`config.mk`:
```
export PLATFORM = sky130hd
export DESIGN_NAME = aes_encrypt_core
export DESIGN_NICKNAME = d
export VERILOG_FILES = /design/src/rtl/aes_encrypt_core.sv
export SDC_FILE = /design/constraint.sdc
export NUM_CORES = 2
export LEC_CHECK = 0
export BUFFER_PORTS_ARGS = -buffer_cell sky130_fd_sc_hd__buf_2
export CAP_MARGIN = 20
export CORE_AREA = 2 2 679 681
export CTS_BUF_LIST = sky130_fd_sc_hd__clkbuf_8
export CTS_CLUSTER_SIZE = 14
export DETAILED_ROUTE_END_ITERATION = 12
export DIE_AREA = 0 0 681 683
export SLEW_MARGIN = 20
export SYNTH_ARGS = -nofsm -noshare
export SYNTH_HDL_FRONTEND = slang
export SYNTH_SLANG_ARGS = --single-unit
```
`constraint.sdc`:
```
create_clock -name Clk -period 3.5 [get_ports Clk]
set_clock_uncertainty 0.15 [all_clocks]
set_input_delay 0.7 -clock Clk [delete_from_list [all_inputs] [get_ports Clk]]
set_output_delay 0.7 -clock Clk [all_outputs]
set_load 0.03 [all_outputs]
```
`src/rtl/aes_encrypt_core.sv`:
```
// Iterative AES-128 encryptor: one S-box column per cycle through a shared external S-box.
// Latency 52 cycles from accepted start to done; start is ignored while busy.
module aes_encrypt_core #(
  parameter int ROUNDS = 10
) (
  input  logic                        Clk,
  input  logic                        Reset,
  input  logic                        start,
  input  logic [127:0]                plaintext,
  input  logic [128*(ROUNDS+1)-1:0]   key_schedule,
  output logic [31:0]                 sub_in,
  input  logic [31:0]                 sub_out,
  output logic [127:0]                ciphertext,
  output logic                        busy,
  output logic                        done
);

  localparam logic [3:0] LAST_ROUND = 4'(ROUNDS);

  typedef enum logic [2:0] {
    IDLE = 3'd0,
    INIT = 3'd1,
    SUB  = 3'd2,
    MIX  = 3'd3,
    DONE = 3'd4
  } fsm_t;

  fsm_t         fsm_q;
  fsm_t         fsm_d;
  logic [127:0] aes_state;
  logic [3:0]   round;
  logic [1:0]   col;

  logic [127:0] round_key [0:ROUNDS];
  logic [127:0] rk;
  logic [127:0] shifted;
  logic [127:0] round_out;

  function automatic logic [7:0] xtime(input logic [7:0] b);
    return {b[6:0], 1'b0} ^ (b[7] ? 8'h1b : 8'h00);
  endfunction

  // Output byte s'[r][c] takes s[r][(c+r) mod 4]: row r rotated left by r.
  function automatic logic [127:0] shift_rows(input logic [127:0] s);
    logic [127:0] o;
    o = '0;
    for (int c = 0; c < 4; c++) begin
      for (int r = 0; r < 4; r++) begin
        o[127-8*(r+4*c) -: 8] = s[127-8*(r+4*((c+r)%4)) -: 8];
      end
    end
    return o;
  endfunction

  function automatic logic [31:0] mix_col(input logic [31:0] a);
    logic [7:0] a0, a1, a2, a3;
    logic [7:0] b0, b1, b2, b3;
    a0 = a[31:24];
    a1 = a[23:16];
    a2 = a[15:8];
    a3 = a[7:0];
    b0 = xtime(a0) ^ xtime(a1) ^ a1 ^ a2 ^ a3;
    b1 = a0 ^ xtime(a1) ^ xtime(a2) ^ a2 ^ a3;
    b2 = a0 ^ a1 ^ xtime(a2) ^ xtime(a3) ^ a3;
    b3 = xtime(a0) ^ a0 ^ a1 ^ a2 ^ xtime(a3);
    return {b0, b1, b2, b3};
  endfunction

  function automatic logic [127:0] mix_columns(input logic [127:0] s);
    logic [127:0] o;
    o = '0;
    for (int c = 0; c < 4; c++) begin
      o[127-32*c -: 32] = mix_col(s[127-32*c -: 32]);
    end
    return o;
  endfunction

  // Round key k sits in the k-th 128-bit slice counted from the MSB end.
  always_comb begin
    for (int k = 0; k <= ROUNDS; k++) begin
      round_key[k] = key_schedule[128*(ROUNDS-k) +: 128];
    end
  end

  assign rk        = round_key[round];
  assign shifted   = shift_rows(aes_state);
  assign round_out = (round == LAST_ROUND) ? (shifted ^ rk)
                                           : (mix_columns(shifted) ^ rk);

  always_ff @(posedge Clk) begin
    if (Reset) begin
      fsm_q <= IDLE;
    end else begin
      fsm_q <= fsm_d;
    end
  end

  always_comb begin
    fsm_d  = fsm_q;
    busy   = 1'b0;
    done   = 1'b0;
    sub_in = '0;
    case (fsm_q)
      IDLE: begin
        if (start) fsm_d = INIT;
      end
      INIT: begin
        busy  = 1'b1;
        fsm_d = SUB;
      end
      SUB: begin
        busy   = 1'b1;
        // ~col picks slice 3-col, i.e. column 0 is the top word.
        sub_in = aes_state[{~col, 5'b0} +: 32];
        if (col == 2'd3) fsm_d = MIX;
      end
      MIX: begin
        busy  = 1'b1;
        fsm_d = (round == LAST_ROUND) ? DONE : SUB;
      end
      DONE: begin
        done  = 1'b1;
        fsm_d = start ? INIT : IDLE;
      end
      default: fsm_d = IDLE;
    endcase
  end

  always_ff @(posedge Clk) begin
    if (Reset) begin
      aes_state  <= '0;
      ciphertext <= '0;
      round      <= '0;
      col        <= '0;
    end else begin
      case (fsm_q)
        IDLE, DONE: begin
          if (start) begin
            aes_state <= plaintext;
            round     <= 4'd1;
          end
        end
        INIT: begin
          aes_state <= aes_state ^ round_key[0];
          col       <= 2'd0;
        end
        SUB: begin
          aes_state[{~col, 5'b0} +: 32] <= sub_out;
          col                           <= col + 2'd1;
        end
        MIX: begin
          aes_state <= round_out;
          if (round == LAST_ROUND) begin
            ciphertext <= round_out;
          end else begin
            round <= round + 4'd1;
            col   <= 2'd0;
          end
        end
        default: ;
      endcase
    end
  end

endmodule

```
==> results.toml <==
[cells_and_area]
final_core_util = 0.125
stdcell_count = 12600
drive_above_1_share = 0.454
syn_to_final_growth_pct = 64.0
fillCellCount = 53100
nNetsFinal = 7682

[clock_tree]
numCtsBuffers = 78
clk_pin_slew_worst_paths_ps = 60
clock-sinks = 265
clockBufferDepth = 4
cts_tree = "yes"
htree_levels = 3
cts-root-buf = "clkbuf_8"
clkLatencyLatePin_ps = 1000

[hold_path]
hold_start = "plaintext[104]"
hold_path_end = "aes_state[104]"
hold_depth = 4
hold_class = "input port to flip-flop"

[route]
vias = 48900
avgRoutedWirePerCell_um = 43.4
routed_via_density = 3.87
routed_wirelength_um = 548000
drtIter0Drc = 5258
ant_nets = 0
drt_first_pass_iters = 6
drcViolationCount = 0

[synthesis]
synth_flop_cell = "dfxtp_1"
netlist_area_mm2 = 0.0350
syn_avg_cell_area_um2 = 8.17
yosys.area.top_type = "dfxtp_1"
synthCells = 4288
synth_seq_area_share = 0.151
ys_types = 67
ys_seq_elements = 265
syn_nets = 5866
synth_area_leaders = "dfxtp_1, mux4_2, xnor2_1, nand2_1, a21oi_1"
synthArstFlopShare = 0
synth-edff-count = 0
synth_warnings = 0
synth_top_cell_area_share = 0.151

[floorplan]
dieArea_mm2 = 0.465
rows = 249
die_h_um = 683
die_width_um = 681
core_area_mm2 = 0.458
initial_utilization = 0.0764
pin_count = 1733

[worst_setup_path]
critPathLaunchType = "flip-flop"
worstPathArrival_ps = 2670
reg2reg_to = "aes_state[72]"
r2r_cells = 12
crit_required_ps = 2650
critPathMaxFanout = 10
reg2reg_slack_ps = 70
path_class = "flip-flop to output port"
end_kind = "output port"
timing.rr.start = "col[0]"

[global_routing]
grt_max_degree = 93
gr-total-overflow = 0
grt_usage = 0.225
antenna_found_initial = 691
grt_pass1_vias = 44200
grt_pass1_wl_um = 640000

[pwr]
powerDensity_mw_per_mm2 = 403
leakage_nw = 21.8
seqPwrFrac = 0.178
p_int_mw = 11.6
peakVddDrop_mv = 0.269
pwr-share-clk = 0.219
netSwitchingFraction = 0.500
pwr-share-comb = 0.602
p_switching_mw = 11.6

[sta]
min_period_ps = 3520
rsz0062_at_grt = "true"
setup_ws_ps = -18.3
finalHoldViolations = 0
clock.fmax_mhz = 284
drv_slew = 0
setup_viol_count_final = 9
worst_pin_slew_ps = 1010
min_period_over_period = 1.01
slew_headroom = 0.311

[place]
dp_hpwl_um = 484000
gp_congestion = 0.936
placedCellCount = 12100
io_buffers = 1732

[outcome]
status = "finished, violations left"
violations = "negative setup slack"

[job]
maxCapViolCount = 0
## how the worst max path moves through the flow
| stage | startpoint | end | cells after the start |
|---|---|---|---|
| after floorplan | col[0] | aes_state[110] | 12 |
| after global placement | round[1] | aes_state[3] | 7 |
| after detailed placement | round[1] | aes_state[51] | 9 |
| after CTS | col[0] | sub_in[18] | 5 |
| after global routing | col[0] | sub_in[22] | 5 |
| final | col[0] | sub_in[22] | 5 |
## cell families after synthesis
family          share of synthesized area
xor+xnor                            0.190
mux                                 0.221
compound gates                      0.230
buf+inv                            0.0708
simple gates                        0.134
flops                               0.151
fa+ha+maj                         0.00250
## cell type report
type	count	area (um2)	share of cell area
antenna	331	828	0.0144
clock buffer	97	1340	0.0232
clock inverter	31	226	0.00394
inverter	29	116	0.00203
multi-input combinational	3465	27700	0.481
sequential	265	5390	0.0938
tap	6149	7690	0.134
timing repair buffer	2265	14200	0.247
## cell usage in the layout (no fill, tap or decap), types with 116 or more instances in the layout
master,netlist,routed
mux2_2,145,145
xnor2_1,370,370
buf_4,36,393
nor3_1,119,116
a211oi_1,121,117
o21ai_0,225,221
dfxtp_1,265,222
a21oi_1,345,345
nor2_1,301,293
nand2_1,505,503
xor2_1,176,176
diode_2,0,331
mux4_2,206,206
mux2i_1,147,142
buf_2,166,1699
## per-stage QoR
stage	total power [mW]	instance area [um2]	setup slack [ps]	hold slack, ps	setup TNS [ps]
after floorplan	10.2	35000	414	459	0
after global placement	17.9	53600	-625	329	-2540
after detailed placement	17.8	53700	-439	328	-1040
after CTS	23.4	56600	-159	1.78	-2400
after global routing	24.0	57100	-98.2	65.2	-1160
final	23.2	57400	-18.3	91.7	-83.8
## sequential cells by signal, summed over array words and instances, names as in the netlist
register    cells
round           4
aes_state     128
col             2
ciphertext    128
fsm_q           3
## power by group through the flow
stage | registers (mW) | clock network (mW) | logic [mW]
5_1_grt | 4.13 | 5.30 | 14.5
4_1_cts | 4.13 | 5.29 | 14.0
3_3_place_gp | 4.18 | 0 | 13.7
2_1_floorplan | 3.32 | 0 | 6.87
3_5_place_dp | 4.18 | 0 | 13.7
6_report | 4.13 | 5.08 | 14.0
## what timing repair did
action / in CTS / in global routing
gates resized for setup: 108 / 2
pin swaps: 1 / 0
setup endpoints to repair: 40 / 16
hold buffers: 71 / 0
buffers inserted: 11 / 0
gates cloned: 6 / 0
hold endpoints to repair: 69 / 0
## synth_stat cells, types with 22 or more instances
| cell | n |
|---|---|
| nor2b_1 | 56 |
| nor2_1 | 301 |
| buf_2 | 166 |
| a22o_1 | 87 |
| a221oi_1 | 40 |
| a2111oi_0 | 55 |
| a211oi_1 | 121 |
| and3_1 | 34 |
| clkbuf_1 | 290 |
| xor2_1 | 176 |
| o21ai_0 | 225 |
| a22oi_1 | 93 |
| mux2i_1 | 147 |
| xnor3_1 | 65 |
| o211ai_1 | 102 |
| inv_1 | 26 |
| mux2_2 | 145 |
| nand3_1 | 46 |
| nor3_1 | 119 |
| buf_4 | 36 |
| dfxtp_1 | 265 |
| o221ai_1 | 22 |
| nand2_1 | 505 |
| mux4_2 | 206 |
| a21oi_1 | 345 |
| xnor2_1 | 370 |
| o22ai_1 | 49 |
| buf_1 | 31 |
| a2bb2oi_1 | 39 |
## per-layer routing
| layer | part of all wire | routed length (um) | global-route usage |
|---|---|---|---|
| met5 | 0.0029 | 1600 | 0 |
| met4 | 0.048 | 26500 | 0.0932 |
| met3 | 0.096 | 52800 | 0.0755 |
| met2 | 0.48 | 264000 | 0.386 |
| met1 | 0.37 | 203000 | 0.254 |
## critical path, stage by stage (launching register included)
cell and delay (ps):
dfxtp_4 360, buf_12 130, bufbuf_16 290, mux4_2 510, and3_4 210, buf_12 150
Power figures use the tool's default switching activity.
